**src/rtl/control_unit_pipe.sv**
```systemverilog
`default_nettype none
// ============================================================================
//  Module      : control_unit_pipe
//  Description : Pipelined RV32I control unit. Decodes op/funct3/funct7_5 in
//                the Decode stage and carries the resulting control bundle
//                through the Execute, Memory and Writeback pipeline
//                registers. Branch/jump redirection (PCSrc_e) is resolved in
//                Execute from the ALU flags for all six branch conditions.
//  Revision    : 1.0  initial release
// ----------------------------------------------------------------------------
//  Ports
//    clk, rst_n          clock (rising edge), synchronous active-low reset
//    op_d, funct3_d,     instruction fields in Decode
//    funct7_5_d
//    stall_e, flush_e    Execute-register hold / bubble insertion
//    zero_e, lt_e, ltu_e ALU flags: equal, signed <, unsigned <
//    ImmSrc_d            immediate format for the extender (combinational)
//    illegal_d           opcode is not a legal RV32I opcode (combinational)
//    *_e                 Execute-stage controls (registered)
//    PCSrc_e             redirect fetch (combinational from E state)
//    *_m, *_w            Memory / Writeback controls (registered)
// ============================================================================
module control_unit_pipe #(
    parameter int OP_WIDTH         = 7,
    parameter int FUNCT3_WIDTH     = 3,
    parameter int ALU_CTRL_WIDTH   = 4,
    parameter int IMM_SRC_WIDTH    = 3,
    parameter int RESULT_SRC_WIDTH = 2
) (
    input  logic                        clk,
    input  logic                        rst_n,
    input  logic [OP_WIDTH-1:0]         op_d,
    input  logic [FUNCT3_WIDTH-1:0]     funct3_d,
    input  logic                        funct7_5_d,
    input  logic                        stall_e,
    input  logic                        flush_e,
    input  logic                        zero_e,
    input  logic                        lt_e,
    input  logic                        ltu_e,
    output logic [IMM_SRC_WIDTH-1:0]    ImmSrc_d,
    output logic                        illegal_d,
    output logic [ALU_CTRL_WIDTH-1:0]   ALUControl_e,
    output logic                        ALUSrc_e,
    output logic                        ALUSrcA_e,
    output logic [RESULT_SRC_WIDTH-1:0] ResultSrc_e,
    output logic                        RegWrite_e,
    output logic                        PCSrc_e,
    output logic                        JumpReg_e,
    output logic                        RegWrite_m,
    output logic                        MemWrite_m,
    output logic [RESULT_SRC_WIDTH-1:0] ResultSrc_m,
    output logic                        RegWrite_w,
    output logic [RESULT_SRC_WIDTH-1:0] ResultSrc_w,
    output logic                        illegal_w
);

    // ------------------------------------------------------------------
    // Opcodes
    // ------------------------------------------------------------------
    localparam logic [OP_WIDTH-1:0] OP_R      = OP_WIDTH'(7'b0110011);
    localparam logic [OP_WIDTH-1:0] OP_I_ALU  = OP_WIDTH'(7'b0010011);
    localparam logic [OP_WIDTH-1:0] OP_LOAD   = OP_WIDTH'(7'b0000011);
    localparam logic [OP_WIDTH-1:0] OP_STORE  = OP_WIDTH'(7'b0100011);
    localparam logic [OP_WIDTH-1:0] OP_BRANCH = OP_WIDTH'(7'b1100011);
    localparam logic [OP_WIDTH-1:0] OP_JAL    = OP_WIDTH'(7'b1101111);
    localparam logic [OP_WIDTH-1:0] OP_JALR   = OP_WIDTH'(7'b1100111);
    localparam logic [OP_WIDTH-1:0] OP_LUI    = OP_WIDTH'(7'b0110111);
    localparam logic [OP_WIDTH-1:0] OP_AUIPC  = OP_WIDTH'(7'b0010111);

    // ------------------------------------------------------------------
    // Field encodings
    // ------------------------------------------------------------------
    localparam logic [IMM_SRC_WIDTH-1:0] IMM_I = IMM_SRC_WIDTH'(3'b000);
    localparam logic [IMM_SRC_WIDTH-1:0] IMM_S = IMM_SRC_WIDTH'(3'b001);
    localparam logic [IMM_SRC_WIDTH-1:0] IMM_B = IMM_SRC_WIDTH'(3'b010);
    localparam logic [IMM_SRC_WIDTH-1:0] IMM_J = IMM_SRC_WIDTH'(3'b011);
    localparam logic [IMM_SRC_WIDTH-1:0] IMM_U = IMM_SRC_WIDTH'(3'b100);

    localparam logic [RESULT_SRC_WIDTH-1:0] RES_ALU = RESULT_SRC_WIDTH'(2'b00);
    localparam logic [RESULT_SRC_WIDTH-1:0] RES_MEM = RESULT_SRC_WIDTH'(2'b01);
    localparam logic [RESULT_SRC_WIDTH-1:0] RES_PC4 = RESULT_SRC_WIDTH'(2'b10);
    localparam logic [RESULT_SRC_WIDTH-1:0] RES_IMM = RESULT_SRC_WIDTH'(2'b11);

    localparam logic [ALU_CTRL_WIDTH-1:0] ALU_ADD  = ALU_CTRL_WIDTH'(4'b0000);
    localparam logic [ALU_CTRL_WIDTH-1:0] ALU_SUB  = ALU_CTRL_WIDTH'(4'b0001);
    localparam logic [ALU_CTRL_WIDTH-1:0] ALU_AND  = ALU_CTRL_WIDTH'(4'b0010);
    localparam logic [ALU_CTRL_WIDTH-1:0] ALU_OR   = ALU_CTRL_WIDTH'(4'b0011);
    localparam logic [ALU_CTRL_WIDTH-1:0] ALU_XOR  = ALU_CTRL_WIDTH'(4'b0100);
    localparam logic [ALU_CTRL_WIDTH-1:0] ALU_SLT  = ALU_CTRL_WIDTH'(4'b0101);
    localparam logic [ALU_CTRL_WIDTH-1:0] ALU_SLTU = ALU_CTRL_WIDTH'(4'b0110);
    localparam logic [ALU_CTRL_WIDTH-1:0] ALU_SLL  = ALU_CTRL_WIDTH'(4'b0111);
    localparam logic [ALU_CTRL_WIDTH-1:0] ALU_SRL  = ALU_CTRL_WIDTH'(4'b1000);
    localparam logic [ALU_CTRL_WIDTH-1:0] ALU_SRA  = ALU_CTRL_WIDTH'(4'b1001);

    // ------------------------------------------------------------------
    // Control bundle carried into Execute. The all-zero value is a bubble.
    // ------------------------------------------------------------------
    typedef struct packed {
        logic                        illegal;
        logic                        reg_write;
        logic                        mem_write;
        logic                        branch;
        logic                        jump;
        logic                        jump_reg;
        logic                        alu_src;
        logic                        alu_src_a;
        logic [RESULT_SRC_WIDTH-1:0] result_src;
        logic [ALU_CTRL_WIDTH-1:0]   alu_ctrl;
        logic [FUNCT3_WIDTH-1:0]     funct3;
    } bundle_t;

    bundle_t                       dec_bundle;
    logic [IMM_SRC_WIDTH-1:0]      dec_imm_src;
    logic [ALU_CTRL_WIDTH-1:0]     alu_arith;
    logic                          alt_sel;

    bundle_t                       e_q;
    logic                          m_reg_write;
    logic                          m_mem_write;
    logic [RESULT_SRC_WIDTH-1:0]   m_result_src;
    logic                          m_illegal;
    logic                          w_reg_write;
    logic [RESULT_SRC_WIDTH-1:0]   w_result_src;
    logic                          w_illegal;
    logic                          br_taken;

    // ------------------------------------------------------------------
    // Arithmetic operation for R-type and I-ALU. instr[30] picks sub only
    // for register-register add; it picks sra for both forms of shift right.
    // This keeps addi with instr[30]=1 decoding as add.
    // ------------------------------------------------------------------
    always_comb begin
        alt_sel = funct7_5_d &
                  (((funct3_d == 3'b000) && (op_d == OP_R)) || (funct3_d == 3'b101));
        alu_arith = ALU_ADD;
        case (funct3_d)
            3'b000:  alu_arith = alt_sel ? ALU_SUB : ALU_ADD;
            3'b001:  alu_arith = ALU_SLL;
            3'b010:  alu_arith = ALU_SLT;
            3'b011:  alu_arith = ALU_SLTU;
            3'b100:  alu_arith = ALU_XOR;
            3'b101:  alu_arith = alt_sel ? ALU_SRA : ALU_SRL;
            3'b110:  alu_arith = ALU_OR;
            3'b111:  alu_arith = ALU_AND;
            default: alu_arith = ALU_ADD;
        endcase
    end

    // ------------------------------------------------------------------
    // Main decoder
    // ------------------------------------------------------------------
    always_comb begin
        dec_bundle  = '0;
        dec_imm_src = IMM_I;
        case (op_d)
            OP_R: begin
                dec_bundle.reg_write = 1'b1;
                dec_bundle.alu_ctrl  = alu_arith;
            end
            OP_I_ALU: begin
                dec_bundle.alu_src   = 1'b1;
                dec_bundle.reg_write = 1'b1;
                dec_bundle.alu_ctrl  = alu_arith;
            end
            OP_LOAD: begin
                dec_bundle.alu_src    = 1'b1;
                dec_bundle.reg_write  = 1'b1;
                dec_bundle.result_src = RES_MEM;
                dec_bundle.alu_ctrl   = ALU_ADD;
            end
            OP_STORE: begin
                dec_bundle.alu_src   = 1'b1;
                dec_bundle.mem_write = 1'b1;
                dec_bundle.alu_ctrl  = ALU_ADD;
                dec_imm_src          = IMM_S;
            end
            OP_BRANCH: begin
                dec_bundle.branch   = 1'b1;
                dec_bundle.alu_ctrl = ALU_SUB;
                dec_imm_src         = IMM_B;
            end
            OP_JAL: begin
                dec_bundle.jump       = 1'b1;
                dec_bundle.reg_write  = 1'b1;
                dec_bundle.result_src = RES_PC4;
                dec_imm_src           = IMM_J;
            end
            OP_JALR: begin
                dec_bundle.jump       = 1'b1;
                dec_bundle.jump_reg   = 1'b1;
                dec_bundle.alu_src    = 1'b1;
                dec_bundle.reg_write  = 1'b1;
                dec_bundle.result_src = RES_PC4;
                dec_bundle.alu_ctrl   = ALU_ADD;
            end
            OP_LUI: begin
                dec_bundle.reg_write  = 1'b1;
                dec_bundle.result_src = RES_IMM;
                dec_imm_src           = IMM_U;
            end
            OP_AUIPC: begin
                dec_bundle.alu_src_a  = 1'b1;
                dec_bundle.alu_src    = 1'b1;
                dec_bundle.reg_write  = 1'b1;
                dec_bundle.result_src = RES_ALU;
                dec_bundle.alu_ctrl   = ALU_ADD;
                dec_imm_src           = IMM_U;
            end
            default: begin
                dec_bundle.illegal = 1'b1;
            end
        endcase
        // An illegal instruction carries nothing but its illegal flag.
        if (!dec_bundle.illegal) begin
            dec_bundle.funct3 = funct3_d;
        end
    end

    assign ImmSrc_d  = dec_imm_src;
    assign illegal_d = dec_bundle.illegal;

    // ------------------------------------------------------------------
    // Execute register: reset, then flush, then stall, then load.
    // ------------------------------------------------------------------
    always_ff @(posedge clk) begin
        if (!rst_n) begin
            e_q <= '0;
        end else if (flush_e) begin
            e_q <= '0;
        end else if (!stall_e) begin
            e_q <= dec_bundle;
        end
    end

    // ------------------------------------------------------------------
    // Memory register. While E is held the instruction in E must not also
    // advance, so M takes a bubble. A flush overrides the stall, and then
    // the instruction in E proceeds into M normally.
    // ------------------------------------------------------------------
    always_ff @(posedge clk) begin
        if (!rst_n || (stall_e && !flush_e)) begin
            m_reg_write  <= 1'b0;
            m_mem_write  <= 1'b0;
            m_result_src <= '0;
            m_illegal    <= 1'b0;
        end else begin
            m_reg_write  <= e_q.reg_write;
            m_mem_write  <= e_q.mem_write;
            m_result_src <= e_q.result_src;
            m_illegal    <= e_q.illegal;
        end
    end

    // ------------------------------------------------------------------
    // Writeback register
    // ------------------------------------------------------------------
    always_ff @(posedge clk) begin
        if (!rst_n) begin
            w_reg_write  <= 1'b0;
            w_result_src <= '0;
            w_illegal    <= 1'b0;
        end else begin
            w_reg_write  <= m_reg_write;
            w_result_src <= m_result_src;
            w_illegal    <= m_illegal;
        end
    end

    // ------------------------------------------------------------------
    // Branch resolution. funct3 010/011 are not branch conditions and
    // never redirect. A bubble has branch and jump clear, so PCSrc_e is
    // inherently 0 for it.
    // ------------------------------------------------------------------
    always_comb begin
        br_taken = 1'b0;
        case (e_q.funct3)
            3'b000:  br_taken = zero_e;
            3'b001:  br_taken = !zero_e;
            3'b100:  br_taken = lt_e;
            3'b101:  br_taken = !lt_e;
            3'b110:  br_taken = ltu_e;
            3'b111:  br_taken = !ltu_e;
            default: br_taken = 1'b0;
        endcase
    end

    assign PCSrc_e      = e_q.jump | (e_q.branch & br_taken);

    assign ALUControl_e = e_q.alu_ctrl;
    assign ALUSrc_e     = e_q.alu_src;
    assign ALUSrcA_e    = e_q.alu_src_a;
    assign ResultSrc_e  = e_q.result_src;
    assign RegWrite_e   = e_q.reg_write;
    assign JumpReg_e    = e_q.jump_reg;

    assign RegWrite_m   = m_reg_write;
    assign MemWrite_m   = m_mem_write;
    assign ResultSrc_m  = m_result_src;

    assign RegWrite_w   = w_reg_write;
    assign ResultSrc_w  = w_result_src;
    assign illegal_w    = w_illegal;

endmodule
`default_nettype wire

```
**config.mk**
```make
export PLATFORM = sky130hd
export DESIGN_NAME = control_unit_pipe
export DESIGN_NICKNAME = d
export VERILOG_FILES = /design/src/rtl/control_unit_pipe.sv
export SDC_FILE = /design/constraint.sdc
export NUM_CORES = 1
export LEC_CHECK = 0
export ABC_AREA = 1
export CORE_UTILIZATION = 48
export DETAILED_ROUTE_END_ITERATION = 6
export GPL_ROUTABILITY_DRIVEN = 0
export HOLD_SLACK_MARGIN = 0.03
export PLACE_DENSITY = 0.8
export SLEW_MARGIN = 20
export SYNTH_ARGS = -nofsm -noshare
export SYNTH_HDL_FRONTEND = slang
export SYNTH_SLANG_ARGS = --single-unit
```
**constraint.sdc**
```tcl
create_clock -name clk -period 1.5 [get_ports clk]
set_input_delay 0.225 -clock clk [delete_from_list [all_inputs] [get_ports clk]]
set_output_delay 0.225 -clock clk [all_outputs]
set_load 0.02 [all_outputs]
```
==> flow_summary.json, run 1 <==
{
  "critical_path_end": "PCSrc_e",
  "route.antenna.remaining_nets": 0,
  "final_core_utilization": 0.765,
  "grt_antenna_before_repair": 0,
  "route.detailed.drc": 1,
  "ys_seq_elements": 26,
  "power_leakage_nw": 0.961,
  "crit_top_cell": "sky130_fd_sc_hd__nand2_1",
  "wl_met3_um": 173,
  "critPathLaunch": "e_q[2]",
  "io_buffer_count": 40,
  "placement_rows": 18,
  "failed_checks": "design-rule violations, negative setup slack",
  "clock_tree_from_tritoncts": "built",
  "setup_viol": 1,
  "synthesis.yosys.warnings": 0,
  "worst-endpoint-required_ps": 1270,
  "grt_pass1_vias": 1203,
  "h-tree-depth": 1,
  "p_per_area_nw_per_um2": 755,
  "final_min_period_over_clock_period": 1.04,
  "max_clock_freq_mhz": 640,
  "floorplan.initialDensity": 0.506,
  "dr.first_iter.drc_count": 23,
  "most_frequent_cells_after_synthesis": "sky130_fd_sc_hd__nand2_1 (27), sky130_fd_sc_hd__dfxtp_1 (26), sky130_fd_sc_hd__inv_1 (23)",
  "drive_gt1_frac": 0.273,
  "synth_area_leaders": "sky130_fd_sc_hd__dfxtp_1 (42%), sky130_fd_sc_hd__nand2_1 (8.2%), sky130_fd_sc_hd__inv_1 (7.0%)",
  "worst_clock_skew_ps": 1.66,
  "worst_r2r_path_depth": 4,
  "async_reset_ff_frac": 0,
  "insertedDiodeCount": 0,
  "worst_ir_drop_vdd_uv": 599,
  "wl_met1_um": 1360,
  "setup_slack_ps": -62.7,
  "cp_num_buf_inv": 1,
  "largest_net_degree_at_the_start_of_global_routing": 16,
  "cts_made_buffers": 3,
  "ys.flop_type": "sky130_fd_sc_hd__dfxtp_1",
  "tightest_slew_ps": 335,
  "synth_sequential_area_ratio": 0.419,
  "wire_length_on_met2_um": 1640,
  "area_overhead_of_the_layout_relative_to_synthesis_pct": 51.3,
  "clkLatencyLatePin_ps": 330,
  "number_of_clock_sinks": 26,
  "synth_edf_count": 0,
  "timing.critical_path.slowest_cell_delay_ps": 390,
  "number_of_filler_instances_in_the_final_layout": 190,
  "multi_input_comb_area_um2": 608,
  "seq_area_um2": 524,
  "maxcap_violations": 0,
  "residual_overflow_from_global_routing": 0,
  "syn-num-nets": 190,
  "fp.coreArea_um2": 2450,
  "max-slew-margin-rel": 0.775,
  "design.die.area_um2": 2790,
  "post-route-min-period_ps": 1560,
  "rsz0062_at_grt": "yes",
  "cell_family_contributing_the_most_delay_on_the_critical_path": "flip-flops",
  "postCtsHoldBufs": 0,
  "cpMaxStageDelayCell": "sky130_fd_sc_hd__dfxtp_4",
  "routed_wl_um": 3240,
  "power_mw": 1.42,
  "end_kind": "primary output",
  "track_usage": 0.242,
  "status": "complete, but fails checks",
  "timing.critical_path.from_type": "flip-flop",
  "rr_startpoint": "ALUControl_e[0]",
  "wl_per_cell_um": 12.4,
  "synth_largest_type_area_fraction": 0.419,
  "setup_tns_ps": -62.7,
  "via_count": 1350,
  "critical_path.cell_chain": "nand2_2 > o21ai_2 > xor2_1 > o21ai_1 > nand2_1 > nand2_1 > buf_6",
  "critical_path_class": "flip-flop to primary output",
  "route.top_layer_used": "met4",
  "maxSlewViolCount": 0,
  "mapped_area_um2": 1240,
  "cp.depth": 7,
  "final_hold_viol_count": 0,
  "rr_endpoint": "ALUControl_e[0]",
  "final_net_count": 250,
  "critPathMaxFanout": 4,
  "post-synth-top-area-cell": "sky130_fd_sc_hd__dfxtp_1",
  "hold_path_depth": 3,
  "router_iterations_before_antenna_repair": 6,
  "overall_die_height_um": 52.9,
  "synthesis.instances": 172,
  "wire_length_of_the_first_global_routing_pass_um": 4950,
  "cts-root-to-sink-buffers": 2,
  "post_synth_num_cell_types": 26,
  "boundaryPins": 41,
  "regToRegSetupSlack_ps": 750,
  "post-dp-hpwl_um": 2320,
  "hold_path_class": "primary input to flip-flop",
  "drt-vias-per-instance": 5.17,
  "die-width_um": 52.9,
  "post-synth-top-count-cell": "sky130_fd_sc_hd__nand2_1",
  "crit_arrival_ps": 1340,
  "cts.clk_slew.worst_paths_ps": 140,
  "cts.root.buffer_cell": "sky130_fd_sc_hd__clkbuf_4",
  "syn_avg_cell_area_um2": 7.22
}
-- state kept, by name (all words and copies together), names as in the netlist --
name          flops
e_q               7
ALUControl_e      4
ResultSrc_e       2
ResultSrc_m       2
ResultSrc_w       2
ALUSrcA_e         1
ALUSrc_e          1
JumpReg_e         1
MemWrite_m        1
RegWrite_e        1
RegWrite_m        1
RegWrite_w        1
illegal_w         1
m_illegal         1
-- cells in the final DEF, fill, tap and decap left out, types with 3 or more instances in the layout --
| cell | count |
|---|---|
| sky130_fd_sc_hd__a21oi_1 | 14 |
| sky130_fd_sc_hd__a31oi_1 | 3 |
| sky130_fd_sc_hd__buf_4 | 26 |
| sky130_fd_sc_hd__clkbuf_2 | 3 |
| sky130_fd_sc_hd__clkbuf_4 | 3 |
| sky130_fd_sc_hd__clkdlybuf4s50_1 | 9 |
| sky130_fd_sc_hd__dfxtp_1 | 25 |
| sky130_fd_sc_hd__dlygate4sd2_1 | 16 |
| sky130_fd_sc_hd__dlymetal6s2s_1 | 5 |
| sky130_fd_sc_hd__inv_1 | 22 |
| sky130_fd_sc_hd__inv_2 | 6 |
| sky130_fd_sc_hd__nand2_1 | 25 |
| sky130_fd_sc_hd__nand3_1 | 4 |
| sky130_fd_sc_hd__nand4_1 | 3 |
| sky130_fd_sc_hd__nor2_1 | 18 |
| sky130_fd_sc_hd__nor2_2 | 5 |
| sky130_fd_sc_hd__nor2_4 | 4 |
| sky130_fd_sc_hd__o21ai_0 | 6 |
| sky130_fd_sc_hd__o21ai_1 | 11 |
-- repair_timing --
| action | in CTS | in global routing |
|---|---|---|
| setup endpoints to repair | 18 | 9 |
| pin swaps | 10 | 8 |
| resized for setup | 54 | 24 |
| setup buffers | 2 | 1 |
-- cell families after synthesis --
group / synth area share
flip-flops: 0.419
AND/OR/NAND/NOR: 0.265
AO/OA/AOI/OAI: 0.176
XOR/XNOR: 0.00706
buffers and inverters: 0.132
-- tightest hold or removal path: cells and delay by family --
kind / cells / cell delay [ps]
buf+inv: 1 / 120
simple gates: 1 / 140
compound gates: 1 / 90
-- metrics by stage --
stage                     cells  area, um2  setup WS, ps  hold WS [ps]
after floorplan             172       1240           345           318
after global placement      254       1780          -633           395
after detailed placement    254       1780          -666           422
after CTS                   260       1830         -92.8           425
after global routing        261       1880          -160           287
final                       261       1880         -62.7           279
-- metal layers --
layer / vias up / global-route usage
met3: 9 / 0.0345
met1: 619 / 0.282
li1: 670 / -
met2: 52 / 0.424
met4: 0 / 0.123
met5: - / 0
-- power breakdown --
part	leakage, nW	total [mW]	switching [mW]	internal, mW
registers	0.212	0.709	0.00624	0.703
logic	0.722	0.228	0.127	0.101
clock network	0.0279	0.481	0.211	0.271
total	0.961	1.42	0.344	1.07
-- cell type report --
cell class | instances | area share
Clock inverter | 1 | 0.0160
Inverter | 28 | 0.0560
Sequential cell | 26 | 0.279
Multi-Input combinational cell | 109 | 0.324
Tap cell | 30 | 0.0200
Clock buffer | 3 | 0.0120
Timing Repair Buffer | 64 | 0.293
-- how the worst min path moves through the flow --
stage | to | slack [ps] | start
2_1_floorplan | RegWrite_w | 320 | rst_n
3_3_place_gp | illegal_w | 390 | m_illegal
3_5_place_dp | MemWrite_m | 420 | e_q[14]
4_1_cts | ResultSrc_e[1] | 420 | op_d[3]
5_1_grt | ResultSrc_e[1] | 290 | op_d[2]
6_report | ResultSrc_e[1] | 280 | op_d[2]
No activity file was read; power rests on OpenSTA's default activity.
==> run 2, diff against run 1 <==
Clock period 1.5 ns to 1.9 ns, I/O delays scaled along.
==> run 2 against run 1 <==
Effect of this change: the flow now finishes without violations; non-clock buffer count decreased by 7; combinational power decreased by 25%; die area unchanged; utilization decreased by 3.6 points; total power decreased by 29%; clock skew decreased by 0.94 ps; flip-flop and latch count unchanged; first-iteration DRC count unchanged; final cell count decreased by 2.7%; sequential share of layout area increased by 1.2 points; count of clock-buffer cells in the layout increased by 1; critical endpoint is now illegal_d; largest power group unchanged; highest routed layer unchanged.
==> flow_summary.json, run 2 (synthesis gave the netlist of run 1 again) <==
{
  "status": "completed",
  "cts.root.buffer_cell": "sky130_fd_sc_hd__clkbuf_4",
  "grt_pass1_vias": 1125,
  "routed_wl_um": 2800,
  "worst_clock_skew_ps": 0.721,
  "cts-root-to-sink-buffers": 2,
  "critical_path.cell_chain": "clkdlybuf4s50_1 > nand2_1 > inv_2 > nand2_2 > a21o_2 > nand3_4 > inv_1 > buf_4",
  "timing.critical_path.slowest_cell_delay_ps": 510,
  "wl_per_cell_um": 11.0,
  "seq_area_um2": 520,
  "top_register": "e_q",
  "track_usage": 0.220,
  "end_kind": "primary output",
  "largest_net_degree_at_the_start_of_global_routing": 20,
  "wire_length_of_the_first_global_routing_pass_um": 4510,
  "share_seq_of_total_power": 0.556,
  "grt_antenna_before_repair": 0,
  "final_hold_viol_count": 0,
  "mostFrequentLayoutCells": "sky130_fd_sc_hd__clkdlybuf4s50_1 (32), sky130_fd_sc_hd__dfxtp_1 (26), sky130_fd_sc_hd__nand2_1 (26)",
  "router_iterations_before_antenna_repair": 6,
  "cts_made_buffers": 3,
  "route.detailed.drc": 0,
  "drt-vias-per-instance": 4.90,
  "number_of_clock_sinks": 26,
  "final_net_count": 243,
  "overall_die_height_um": 52.9,
  "hold_path_depth": 3,
  "switching_share": 0.253,
  "cell_family_contributing_the_most_delay_on_the_critical_path": "buffers and inverters",
  "largest_reg_flops": 7,
  "worst_hold_path.endpoint": "ResultSrc_e[1]",
  "cts.clk_slew.worst_paths_ps": 140,
  "drive_gt1_frac": 0.196,
  "worstHoldStart": "op_d[2]",
  "post-route-min-period_ps": 1830,
  "dr.first_iter.drc_count": 23,
  "p_per_area_nw_per_um2": 564,
  "timing.critical_path.from_type": "primary input",
  "fp.coreArea_um2": 2450,
  "setup_viol": 0,
  "rr_startpoint": "ALUControl_e[0]",
  "critPathMaxFanout": 5,
  "dp_slack_ps": -387,
  "power_leakage_nw": 0.770,
  "regToRegSetupSlack_ps": 1210,
  "maxSlewViolCount": 0,
  "rr_endpoint": "ALUControl_e[0]",
  "worst_r2r_path_depth": 4,
  "post-cts-setup-buffer-count": 0,
  "hold_path_class": "primary input to flip-flop",
  "floorplan.initialDensity": 0.506,
  "critical_path_class": "primary input to primary output",
  "via_count": 1245,
  "p_clk_frac": 0.274,
  "dpl_cell_area_um2": 1750,
  "max_clock_freq_mhz": 546,
  "worst-endpoint-required_ps": 1620,
  "design_area_um2": 1790,
  "crit_arrival_ps": 1550,
  "mostFrequentLayoutCell": "sky130_fd_sc_hd__clkdlybuf4s50_1",
  "power_switching_mw": 0.255,
  "post-dp-hpwl_um": 2190,
  "final_core_utilization": 0.729,
  "setup_slack_ps": 67.2,
  "clkLatencyLatePin_ps": 320,
  "clock_tree_from_tritoncts": "built",
  "setup_tns_ps": 0,
  "final_min_period_over_clock_period": 0.965,
  "multi_input_comb_area_um2": 577,
  "h-tree-depth": 1,
  "residual_overflow_from_global_routing": 0,
  "p_int_mw": 0.755,
  "cp_num_buf_inv": 4,
  "boundaryPins": 41,
  "postCtsHoldBufs": 0,
  "max-slew-margin-rel": 0.777,
  "insertedDiodeCount": 0,
  "worst_ir_drop_vdd_uv": 388,
  "number_of_filler_instances_in_the_final_layout": 192,
  "area_overhead_of_the_layout_relative_to_synthesis_pct": 44.3,
  "io_buffer_count": 40,
  "tightest_slew_ps": 332,
  "maxcap_violations": 0,
  "placement_rows": 18,
  "cpMaxStageDelayCell": "sky130_fd_sc_hd__clkdlybuf4s50_1",
  "route.antenna.remaining_nets": 0,
  "design.die.area_um2": 2790,
  "comb_power_share": 0.170,
  "die-width_um": 52.9
}
[run 2: changes by cell type in the layout (fill, tap and decap cells not counted), moves of 2 or more]
| cell | change |
|---|---|
| sky130_fd_sc_hd__buf_4 | -8 |
| sky130_fd_sc_hd__clkbuf_2 | -2 |
| sky130_fd_sc_hd__clkdlybuf4s50_1 | +23 |
| sky130_fd_sc_hd__dlygate4sd2_1 | -15 |
| sky130_fd_sc_hd__dlymetal6s2s_1 | -3 |
| sky130_fd_sc_hd__nor2_1 | +2 |
| sky130_fd_sc_hd__nor2_2 | -2 |
| sky130_fd_sc_hd__o21ai_2 | -2 |
[run 2: metrics by stage]
| stage | instances | hold WS, ps | power [mW] |
|---|---|---|---|
| after global routing | 254 | 431 | 1.06 |
| final | 254 | 392 | 1.01 |
| after global placement | 250 | 393 | 0.740 |
| after detailed placement | 250 | 423 | 0.744 |
| after CTS | 254 | 445 | 1.02 |
| after floorplan | 172 | 378 | 0.650 |
[run 2: worst min-delay path: stages]
cell	delay [ps]
sky130_fd_sc_hd__dlymetal6s2s_1	170
sky130_fd_sc_hd__nand4_1	140
sky130_fd_sc_hd__a31oi_1	80
[run 2: power by group through the flow]
stage               registers [mW]  logic, mW  clock network (mW)
floorplan                    0.579     0.0716                   0
global placement             0.573      0.167                   0
detailed placement           0.574      0.170                   0
CTS                          0.562      0.169               0.287
global route                 0.563      0.188               0.305
finish                       0.562      0.172               0.276
[run 2: worst max path at each step]
stage / end / cells past startpoint / start / slack [ps]
6_report: illegal_d / 8 / op_d[1] / 70
5_1_grt: illegal_d / 8 / op_d[0] / -2
4_1_cts: illegal_d / 9 / op_d[0] / -20
3_5_place_dp: illegal_d / 8 / op_d[6] / -390
3_3_place_gp: illegal_d / 8 / op_d[6] / -350
2_1_floorplan: illegal_d / 7 / op_d[1] / 630
[run 2: final cells by class]
cell class / instances / area share
Tap cell: 30 / 0.0210
Clock buffer: 4 / 0.0203
Sequential cell: 26 / 0.291
Multi-Input combinational cell: 109 / 0.322
Timing Repair Buffer: 57 / 0.287
Inverter: 28 / 0.0587
[run 2: per-layer routing]
metal	global-route usage	part of all wire	vias up	wire, um
met2	0.399	0.51	47	1440
met1	0.246	0.42	536	1180
li1	-	-	654	-
met3	0.0316	0.046	8	130
met5	0	0	-	0
met4	0.114	0.019	0	53
[run 2: what timing repair did]
item | CTS | global route
pin swaps | 0 | 2
endpoints found under the setup margin | 5 | 5
resized for setup | 14 | 16
